[src/rtl/rr_arb_mux.sv]
// Round-robin arbitrating N:1 merge with val/rdy handshakes and one registered
// output stage. Each forwarded message carries the index of its source port.
module rr_arb_mux #(
  parameter  int p_nbits   = 8,
  parameter  int p_ninputs = 4,
  localparam int c_sw      = $clog2(p_ninputs)
) (
  input  logic                          clk,
  input  logic                          reset,
  input  logic [p_ninputs*p_nbits-1:0]  recv_msg,
  input  logic [p_ninputs-1:0]          recv_val,
  output logic [p_ninputs-1:0]          recv_rdy,
  output logic [p_nbits-1:0]            send_msg,
  output logic [c_sw-1:0]               send_src,
  output logic                          send_val,
  input  logic                          send_rdy
);

  localparam logic [c_sw-1:0] c_last = c_sw'(p_ninputs - 1);
  localparam logic [c_sw:0]   c_n    = (c_sw + 1)'(p_ninputs);

  logic [c_sw-1:0]    ptr;
  logic [c_sw-1:0]    ptr_nxt;
  logic [c_sw-1:0]    grant;
  logic               grant_any;
  logic [c_sw:0]      scan_idx;
  logic [p_nbits-1:0] grant_msg;
  logic               free;
  logic               xfer;

  // Output register can take a new message when empty or draining this cycle.
  // Reset is folded in so nothing is offered upstream while it is asserted.
  assign free = !send_val || send_rdy;
  assign xfer = reset && free && grant_any;

  // Scan requesters starting at ptr, wrapping at p_ninputs (not at 2**c_sw).
  always_comb begin
    grant     = '0;
    grant_any = 1'b0;
    scan_idx  = '0;
    for (int k = 0; k < p_ninputs; k++) begin
      scan_idx = {1'b0, ptr} + (c_sw + 1)'(k);
      if (scan_idx >= c_n) scan_idx = scan_idx - c_n;
      if (!grant_any && recv_val[scan_idx[c_sw-1:0]]) begin
        grant     = scan_idx[c_sw-1:0];
        grant_any = 1'b1;
      end
    end
  end

  // Select the granted port's message; port 0 sits in the MSBs.
  always_comb begin
    grant_msg = '0;
    for (int i = 0; i < p_ninputs; i++) begin
      if (grant == c_sw'(i)) grant_msg = recv_msg[(p_ninputs-1-i)*p_nbits +: p_nbits];
    end
  end

  // One-hot ready to the winner only; independent of message contents.
  always_comb begin
    recv_rdy = '0;
    if (xfer) recv_rdy[grant] = 1'b1;
  end

  assign ptr_nxt = (grant == c_last) ? '0 : grant + c_sw'(1);

  // Output register and priority pointer; ptr only moves on a transfer.
  always_ff @(posedge clk or negedge reset) begin
    if (!reset) begin
      send_msg <= '0;
      send_src <= '0;
      send_val <= 1'b0;
      ptr      <= '0;
    end else if (xfer) begin
      send_msg <= grant_msg;
      send_src <= grant;
      send_val <= 1'b1;
      ptr      <= ptr_nxt;
    end else if (send_val && send_rdy) begin
      send_val <= 1'b0;
    end
  end

endmodule

[config.mk]
export PLATFORM = sky130hd
export DESIGN_NAME = rr_arb_mux
export DESIGN_NICKNAME = d
export VERILOG_FILES = /design/src/rtl/rr_arb_mux.sv
export SDC_FILE = /design/constraint.sdc
export NUM_CORES = 1
export LEC_CHECK = 0
export ABC_CLOCK_PERIOD_IN_PS = 6140
export BUFFER_PORTS_ARGS = -buffer_cell sky130_fd_sc_hd__buf_2
export CORE_MARGIN = 1.5
export CORE_UTILIZATION = 46
export DETAILED_ROUTE_END_ITERATION = 6
export HOLD_SLACK_MARGIN = 0.05
export PLACE_DENSITY = 0.83
export SYNTH_ARGS = -nofsm -noshare
export SYNTH_HDL_FRONTEND = slang
export SYNTH_SLANG_ARGS = --single-unit
[constraint.sdc]
create_clock -name clk -period 6.14 [get_ports clk]
set_clock_uncertainty 0.2 [all_clocks]
set_input_delay 1.228 -clock clk [delete_from_list [all_inputs] [get_ports clk]]
set_output_delay 1.228 -clock clk [all_outputs]
set_load 0.01 [all_outputs]
# After elaboration in Yosys (flattened, before gate mapping)
# Cells that the tools add are included.
# classes
add_sub_neg	8
order_cmp	10
eq_ne	3
muxes	30
reduce_logical	14
# ops
operator	count
8-bit two-way mux	4
2-bit two-way mux	9
2-bit by 3-bit less-than comparator with 1-bit output, second input constant	5
1-bit two-way mux	11
3-bit >= comparator, second input constant	3
1-bit binary-select mux with 2-bit select	4
2-bit by 1-bit subtractor with 2-bit output, second input constant	4
1-bit logical AND	7
2-bit by 2-bit adder with 3-bit output, second input constant	2
2-bit == test, second input constant	2
1-bit logical NOT	4
4-bit two-way mux	1
2-bit by 1-bit adder with 3-bit output, second input constant	1
2-bit by 3-bit >= comparator with 1-bit output, second input constant	1
2-bit by 1-bit adder with 2-bit output, second input constant	1
1-bit demux with 2-bit select	1
2-bit by 1-bit == test with 1-bit output, second input constant	1
2-bit by 1-bit >= comparator with 1-bit output, second input constant	1
2-bit logical NOT	1
2-bit nonzero test	1
1-bit logical OR	1
# totals
regBits	13
in_bits	39
out_inout_bits	15
wordCells	69

# Depth between registers and ports, before layout
# Gate-level depths: netlist of run 1.
# depth
ltp_word	19
ltp_mapped	11

# Worst setup path after synthesis of run 1
# No wires, ideal clock.
# synth_path
path_type	input to output
from	in recv_val[0]
to	out recv_rdy[2]
t_arrival_ns	2.733
path_slack_ns	1.979
path_stages	6
path_buffers	2
path_cell_list	or4_4 -> nand3_1 -> ha_1 -> clkbuf_1 -> clkbuf_1 -> and2_1
# synth_between
elab_chain_cells	17
elab_cells_between_ends	29
# synth_lines
element	line_no	source
from (decl)	11	input logic [p_ninputs-1:0] recv_val,
1-bit binary-select mux with 2-bit select	44	if (!grant_any && recv_val[scan_idx[c_sw-1:0]]) begin
1-bit two-way mux (not written as such)	44	
1-bit two-way mux	44	
1-bit logical NOT	44	
1-bit logical AND	44	
1-bit two-way mux	44	
1-bit logical NOT	44	
1-bit logical AND	44	
1-bit two-way mux	44	
1-bit logical NOT	44	
1-bit logical AND	44	
2-bit two-way mux	44	
2-bit by 3-bit less-than comparator with 1-bit output (not written as such) or 2-bit by 1-bit >= comparator with 1-bit output (tied branches)	62	if (xfer) recv_rdy[grant] = 1'b1;
1-bit logical AND (not written as such)	62	
1-bit two-way mux (not written as such)	62	
1-bit demux with 2-bit select	62	
4-bit two-way mux (*)	62	
to (decl)	12	output logic [p_ninputs-1:0] recv_rdy,
# Every way passes the cells marked *; elsewhere a longest branch is shown, timed or not. The select of a mux whose other input is x is not followed.

# Worst setup path after layout of run 1
# layout_path
from	in recv_val[3]
to	out recv_rdy[3]
# layout_between
elab_chain_cells	17
elab_cells_between_ends	29
# layout_lines
element	line_no	source
1-bit binary-select mux with 2-bit select	44	
1-bit two-way mux (not written as such)	44	
1-bit two-way mux	44	
1-bit logical NOT	44	
1-bit logical AND	44	
1-bit two-way mux	44	
1-bit logical NOT	44	
1-bit logical AND	44	
(+2 left out)	--	
1-bit logical AND	44	
2-bit two-way mux (*)	44	
net grant[0]	24	logic [c_sw-1:0] grant;
2-bit by 3-bit less-than comparator with 1-bit output (not written as such) or 2-bit by 1-bit >= comparator with 1-bit output (tied branches)	62	
1-bit logical AND (not written as such)	62	
1-bit two-way mux (not written as such)	62	
1-bit demux with 2-bit select (*)	62	
4-bit two-way mux (*)	62	
# The timed path passes the listed nets; every way through them passes the cells marked *. The select of a mux whose other input is x is not followed.

==> run_results.csv, run 1 <==
group,metric,value,unit
route,drt-total-wl,2230,µm
cells_and_area,nets,203,
yosys,synth_cell_types,25,
cts,ctsResizeCount,0,
cts,cts_tree,"done",
yosys,synth_top_area_share,35.5,%
floorplanning,dieArea,2270,µm²
pwr,sw_frac_of_total,41.2,%
setup_path,crit_type,"input port to primary output",
cts,cts-root-buf,"clkbuf_4",
sta,setup_viol,0,
global_route,grt_pass1_wl,3280,µm
cells_and_area,drive_above_1_share,36.5,%
yosys,avgSynthCellArea,8.33,µm²
global_route,grt_use_total,21.0,%
setup_path,r2r-start,"ptr[1]",
cts,cts_sinks,13,
route,viasPerCell,5.20,
yosys,seq_area_frac_synth,35.5,%
pwr,power_leakage,0.630,nW
cts,clockBufferDepth,2,
route,wl_per_cell,12.1,µm
yosys,synth_area,916,µm²
yosys,ys_ff_latch,13,
sta,slew_headroom,42.7,%
cells_and_area,syn_to_final_growth,29.1,%
sta,rsz0062_at_grt,"no",
yosys,yosys.area.top_type,"dfrtp_1",
pwr,seqPwrFrac,31.9,%
global_route,grt_max_degree,28,
global_route,grt-ovfl-total,0,
floorplanning,coreArea,1800,µm²
placed_design,dpl.hpwl,1730,µm
flow_run,cap_viol_max_count,0,
sta,setup_total_negative_slack,0,ps
cells_and_area,diodes,0,
placed_design,place.port_buffers,53,
cts,cts_hold_buf,0,
yosys,synthCells,110,
floorplanning,rows,15,
pwr,comb_power_share,56.3,%
cts,worstSkewPairLatency,280,ps
setup_path,cp-end-kind,"primary output",
route,postRouteAntennaNets,0,
yosys,syn-num-nets,153,
cts,clk_pin_slew,70,ps
cells_and_area,n_fill_cell,172,
hold_path,min_path_type,"flop to flop",
cells_and_area,fin_area,1180,µm²
floorplanning,die_h,47.6,µm
setup_path,crit_fanout,17,
cts,cts_buffers,3,
route,dr.pass1.iters,4,
sta,hold_viol,0,
sta,worst_slew_pin_slew,859,ps
setup_path,cp-start-kind,"input port",
pwr,p_clk_share,11.8,%
sta,period_share,70.7,%
route,drc,0,
setup_path,required,4710,ps
sta,fmax,230,MHz
hold_path,min_from,"send_val",
setup_path,crit_start,"recv_val[3]",
route,via_count,956,
cts,postCtsSetupBuffers,0,
sta,period_needed,4340,ps
pwr,max-vdd-ir-drop,223,µV
route,drtIter0Drc,15,
cts,h-tree-depth,1,
global_route,grt_pass1_vias,820,
sta,slew_viol_final,0,
pwr,power_switching,182,µW
setup_path,crit_arrival,2920,ps
global_route,antenna_found_initial,0,
yosys,synthTopCellsByArea,"dfrtp_1 (36%), a221oi_1 (7.7%), a211o_1 (6.7%)",
placed_design,routabilityCongestion,0.772,
pwr,internal-power,260,µW
floorplanning,pin_count,54,
placed_design,dpl_cell_area,1160,µm²
outcome,outcome,"completed",
pwr,cellPowerDensity,374,nW/µm²
floorplanning,start_util,50.8,%
yosys,yosys_warnings,0,
floorplanning,fp.dieW,47.6,µm
[final cells by class]
class / count / area (µm²) / share of cell area (%)
well taps: 25 / 31.3 / 2.65
multi-input cells: 76 / 485 / 41.1
repair buffers: 53 / 265 / 22.4
clock buffers: 4 / 26.3 / 2.22
flip-flops and latches: 13 / 325 / 27.5
inverters: 13 / 48.8 / 4.13
[cells in the final DEF, fill, tap and decap left out]
cell	synthesis	layout
a221oi_1	8	8
dfrtp_1	13	13
nand2_1	11	11
a211o_1	7	7
buf_2	0	53
o211ai_1	1	1
inv_1	13	13
mux2i_1	1	1
nand3_1	2	2
a31o_2	1	1
a21oi_1	4	4
a22oi_1	1	1
and2_1	4	4
nand2b_1	3	3
ha_1	4	4
clkbuf_4	0	3
a31oi_1	9	9
or4_4	1	1
nor2b_1	3	3
o21ai_1	1	1
clkbuf_1	4	1
and3_1	2	2
nor2_1	11	11
o21ai_0	2	2
[critical path, stage by stage]
cell	delay [ps]
buf_2	110
nand2b_1	120
a21oi_1	70
a31oi_1	270
and3_1	260
ha_1	520
and2_1	210
buf_2	130
[power by group through the flow]
stage	registers [mW]	clock network [mW]	logic [mW]
CTS	0.140	0.0536	0.250
global route	0.146	0.0575	0.277
floorplan	0.157	0	0.159
finish	0.141	0.0521	0.249
detailed placement	0.142	0	0.249
global placement	0.142	0	0.239
[metal layers]
metal | vias up | track usage [%] | part of all wire [%]
met4 | 0 | 6.49 | 0.90
li1 | 488 | - | -
met2 | 38 | 35.7 | 47
met3 | 4 | 7.55 | 8.0
met1 | 426 | 24.8 | 44
met5 | - | 0 | 0
[per-stage QoR]
stage | worst slack [ps] | util, % | cells | total power [mW] | hold WS [ps]
after detailed placement | 1820 | 64.2 | 180 | 0.390 | 294
final | 1800 | 65.6 | 184 | 0.442 | 326
after CTS | 1820 | 65.6 | 184 | 0.444 | 320
after global routing | 1660 | 65.6 | 184 | 0.480 | 356
after floorplan | 1980 | - | 110 | 0.316 | 326
after global placement | 1900 | 64.2 | 180 | 0.381 | 295
[flip-flops by register name, indices dropped and copies added (netlist names)]
register and cells:
send_val 1, ptr 2, send_src 2, send_msg 8
[synthesized netlist by cell type]
master,instances
nand3_1,2
nor2b_1,3
nand2_1,11
a22oi_1,1
a211o_1,7
o21ai_1,1
mux2i_1,1
buf_8,1
ha_1,4
o211ai_1,1
a221oi_1,8
clkbuf_1,4
buf_1,1
buf_6,2
a31oi_1,9
dfrtp_1,13
and2_1,4
nand2b_1,3
or4_4,1
inv_1,13
a21oi_1,4
and3_1,2
a31o_2,1
nor2_1,11
o21ai_0,2
[worst paths after layout]
path                               end  slack, ps  cells past startpoint
max                        recv_rdy[3]       1800                      8
min                           send_val        330                      2
max reg2reg                send_msg[7]       3420                      8
min reg2reg                   send_val        330                      2
max in group asynchronous  send_msg[6]       4860                      1
min in group asynchronous  send_msg[0]        630                      1
[cell families after synthesis]
kind of cell,share of synthesized area (%)
flops,35.5
fa+ha+maj,5.46
buf+inv,11.5
mux,1.09
simple gates,19.5
compound gates,26.9
No activity file was read; power rests on OpenSTA's default activity.
==> run 2, diff against run 1 <==
ABC_CLOCK_PERIOD_IN_PS = 3510   (was 6140)
CORE_UTILIZATION = 38   (was 46)
PLACE_DENSITY = 0.73   (was 0.83)
clock period = 3.51 ns   (was 6.14 ns; I/O delays follow)
==> run_results.csv, run 2 (synthesis gave the netlist of run 1 again) <==
group,metric,value,unit
sta,fmax,317,MHz
pwr,max-vdd-ir-drop,302,µV
global_route,grt_max_degree,18,
cells_and_area,mostFrequentLayoutCell,"buf_2",
outcome,outcome,"completed",
cts,clk_pin_slew,80,ps
setup_path,required,2610,ps
route,via_count,993,
pwr,cellPowerDensity,661,nW/µm²
global_route,grt_use_total,20.1,%
setup_path,cp_num_buf_inv,2,
cts,h-tree-depth,1,
cells_and_area,diodes,0,
cells_and_area,n_fill_cell,217,
setup_path,crit_arrival,2250,ps
floorplanning,start_util,41.0,%
sta,hold_ws,110,ps
setup_path,max_stage_delay,380,ps
route,viasPerCell,5.23,
pwr,power_leakage,0.645,nW
setup_path,cpMostUsedCell,"buf_2",
placed_design,routabilityCongestion,0.728,
setup_path,cp_cell_sequence,"buf_2 > nand2b_1 > a21oi_1 > a31oi_1 > and3_1 > ha_1 > and2_1 > buf_2",
cells_and_area,mostFrequentLayoutCells,"buf_2 (53), inv_1 (13), dfrtp_1 (13), nor2_1 (11), nand2_1 (11)",
setup_path,cp-start-kind,"input port",
sta,slew_headroom,65.4,%
floorplanning,pin_count,54,
global_route,grt-ovfl-total,0,
setup_path,rr_worst_depth,8,
setup_path,crit_type,"input port to primary output",
floorplanning,fp.dieW,52.1,µm
sta,rsz0062_at_grt,"no",
sta,setup_total_negative_slack,0,ps
placed_design,place.port_buffers,53,
floorplanning,die_h,52.1,µm
cts,ctsResizeCount,0,
flow_run,cap_viol_max_count,0,
floorplanning,rows,17,
sta,worst_slew_pin_slew,519,ps
cts,postCtsSetupBuffers,0,
cells_and_area,top_regs,"send_msg (8), ptr (2), send_src (2)",
placed_design,dpl.hpwl,2030,µm
cts,cts_hold_buf,0,
cts,cts_sinks,13,
sta,setup_viol,0,
setup_path,crit_fanout,11,
setup_path,r2r_end,"send_msg[2]",
setup_path,ff2ff_setup_slack,700,ps
route,drt-total-wl,2540,µm
global_route,grt_pass1_wl,4050,µm
floorplanning,dieArea,2710,µm²
route,drtIter0Drc,17,
setup_path,r2r-start,"ptr[0]",
sta,hold_viol,0,
setup_path,cp_top_family,"simple AND/OR/NAND/NOR gates",
cts,worstSkewPairLatency,270,ps
setup_path,cp-end-kind,"primary output",
cts,clockBufferDepth,2,
floorplanning,coreArea,2230,µm²
cells_and_area,largest_register,"send_msg",
route,postRouteAntennaNets,0,
setup_path,slowest_stage,"ha_1",
cells_and_area,syn_to_final_growth,32.0,%
cts,cts_buffers,3,
cts,cts-root-buf,"clkbuf_4",
sta,period_needed,3160,ps
route,drc,0,
global_route,antenna_found_initial,0,
route,wl_per_cell,13.4,µm
cells_and_area,drive_above_1_share,37.7,%
global_route,grt_pass1_vias,978,
hold_path,min_path_type,"input port to async pin",
cells_and_area,final_util,54.1,%
sta,slew_viol_final,0,
cells_and_area,largest_reg_flops,8,
cells_and_area,nets,206,
cts,cts_tree,"done",
sta,period_share,89.9,%
route,dr.pass1.iters,4,
[run 2: cell types whose count changed in the layout (fill, tap and decap cells not counted)]
| cell | change |
|---|---|
| buf_4 | +3 |
[run 2: how the worst max path moves through the flow]
stage	startpoint	end	slack [ps]	cells after the start
final	recv_val[3]	recv_rdy[1]	350	8
after global routing	recv_val[3]	recv_rdy[1]	180	8
after CTS	recv_val[3]	recv_rdy[1]	370	8
after detailed placement	recv_val[0]	send_msg[6]	230	8
after global placement	recv_val[0]	send_msg[5]	360	8
after floorplan	recv_val[0]	recv_rdy[2]	400	6
[run 2: per-stage QoR]
step                power [mW]  cell area (µm²)  setup slack [ps]  cells
floorplan                0.553              916               401    110
global placement         0.692             1180               356    186
detailed placement       0.711             1180               230    186
CTS                      0.807             1210               371    190
global route             0.868             1210               184    190
finish                   0.799             1210               353    190
[run 2: power by group]
group | internal, mW | total, mW | switching (mW) | leakage [nW]
registers | 0.212 | 0.254 | 0.0423 | 0.150
clock network | 0.0439 | 0.0901 | 0.0461 | 0.0150
logic | 0.206 | 0.455 | 0.249 | 0.480
total | 0.461 | 0.799 | 0.337 | 0.645
[run 2: cell type report]
type | instances | area (µm²) | area share (%)
Tap cell | 28 | 35.0 | 2.90
Timing Repair Buffer | 56 | 288 | 23.8
Inverter | 13 | 48.8 | 4.04
Multi-Input combinational cell | 76 | 485 | 40.2
Clock buffer | 4 | 26.3 | 2.17
Sequential cell | 13 | 325 | 26.9
[run 2: per-layer routing]
metal	up-vias	global-route usage, %	wire length [µm]
li1	490	-	-
met1	460	24.1	1040
met2	39	36.1	1320
met3	4	3.16	163
met4	0	6.58	20
met5	-	0	0
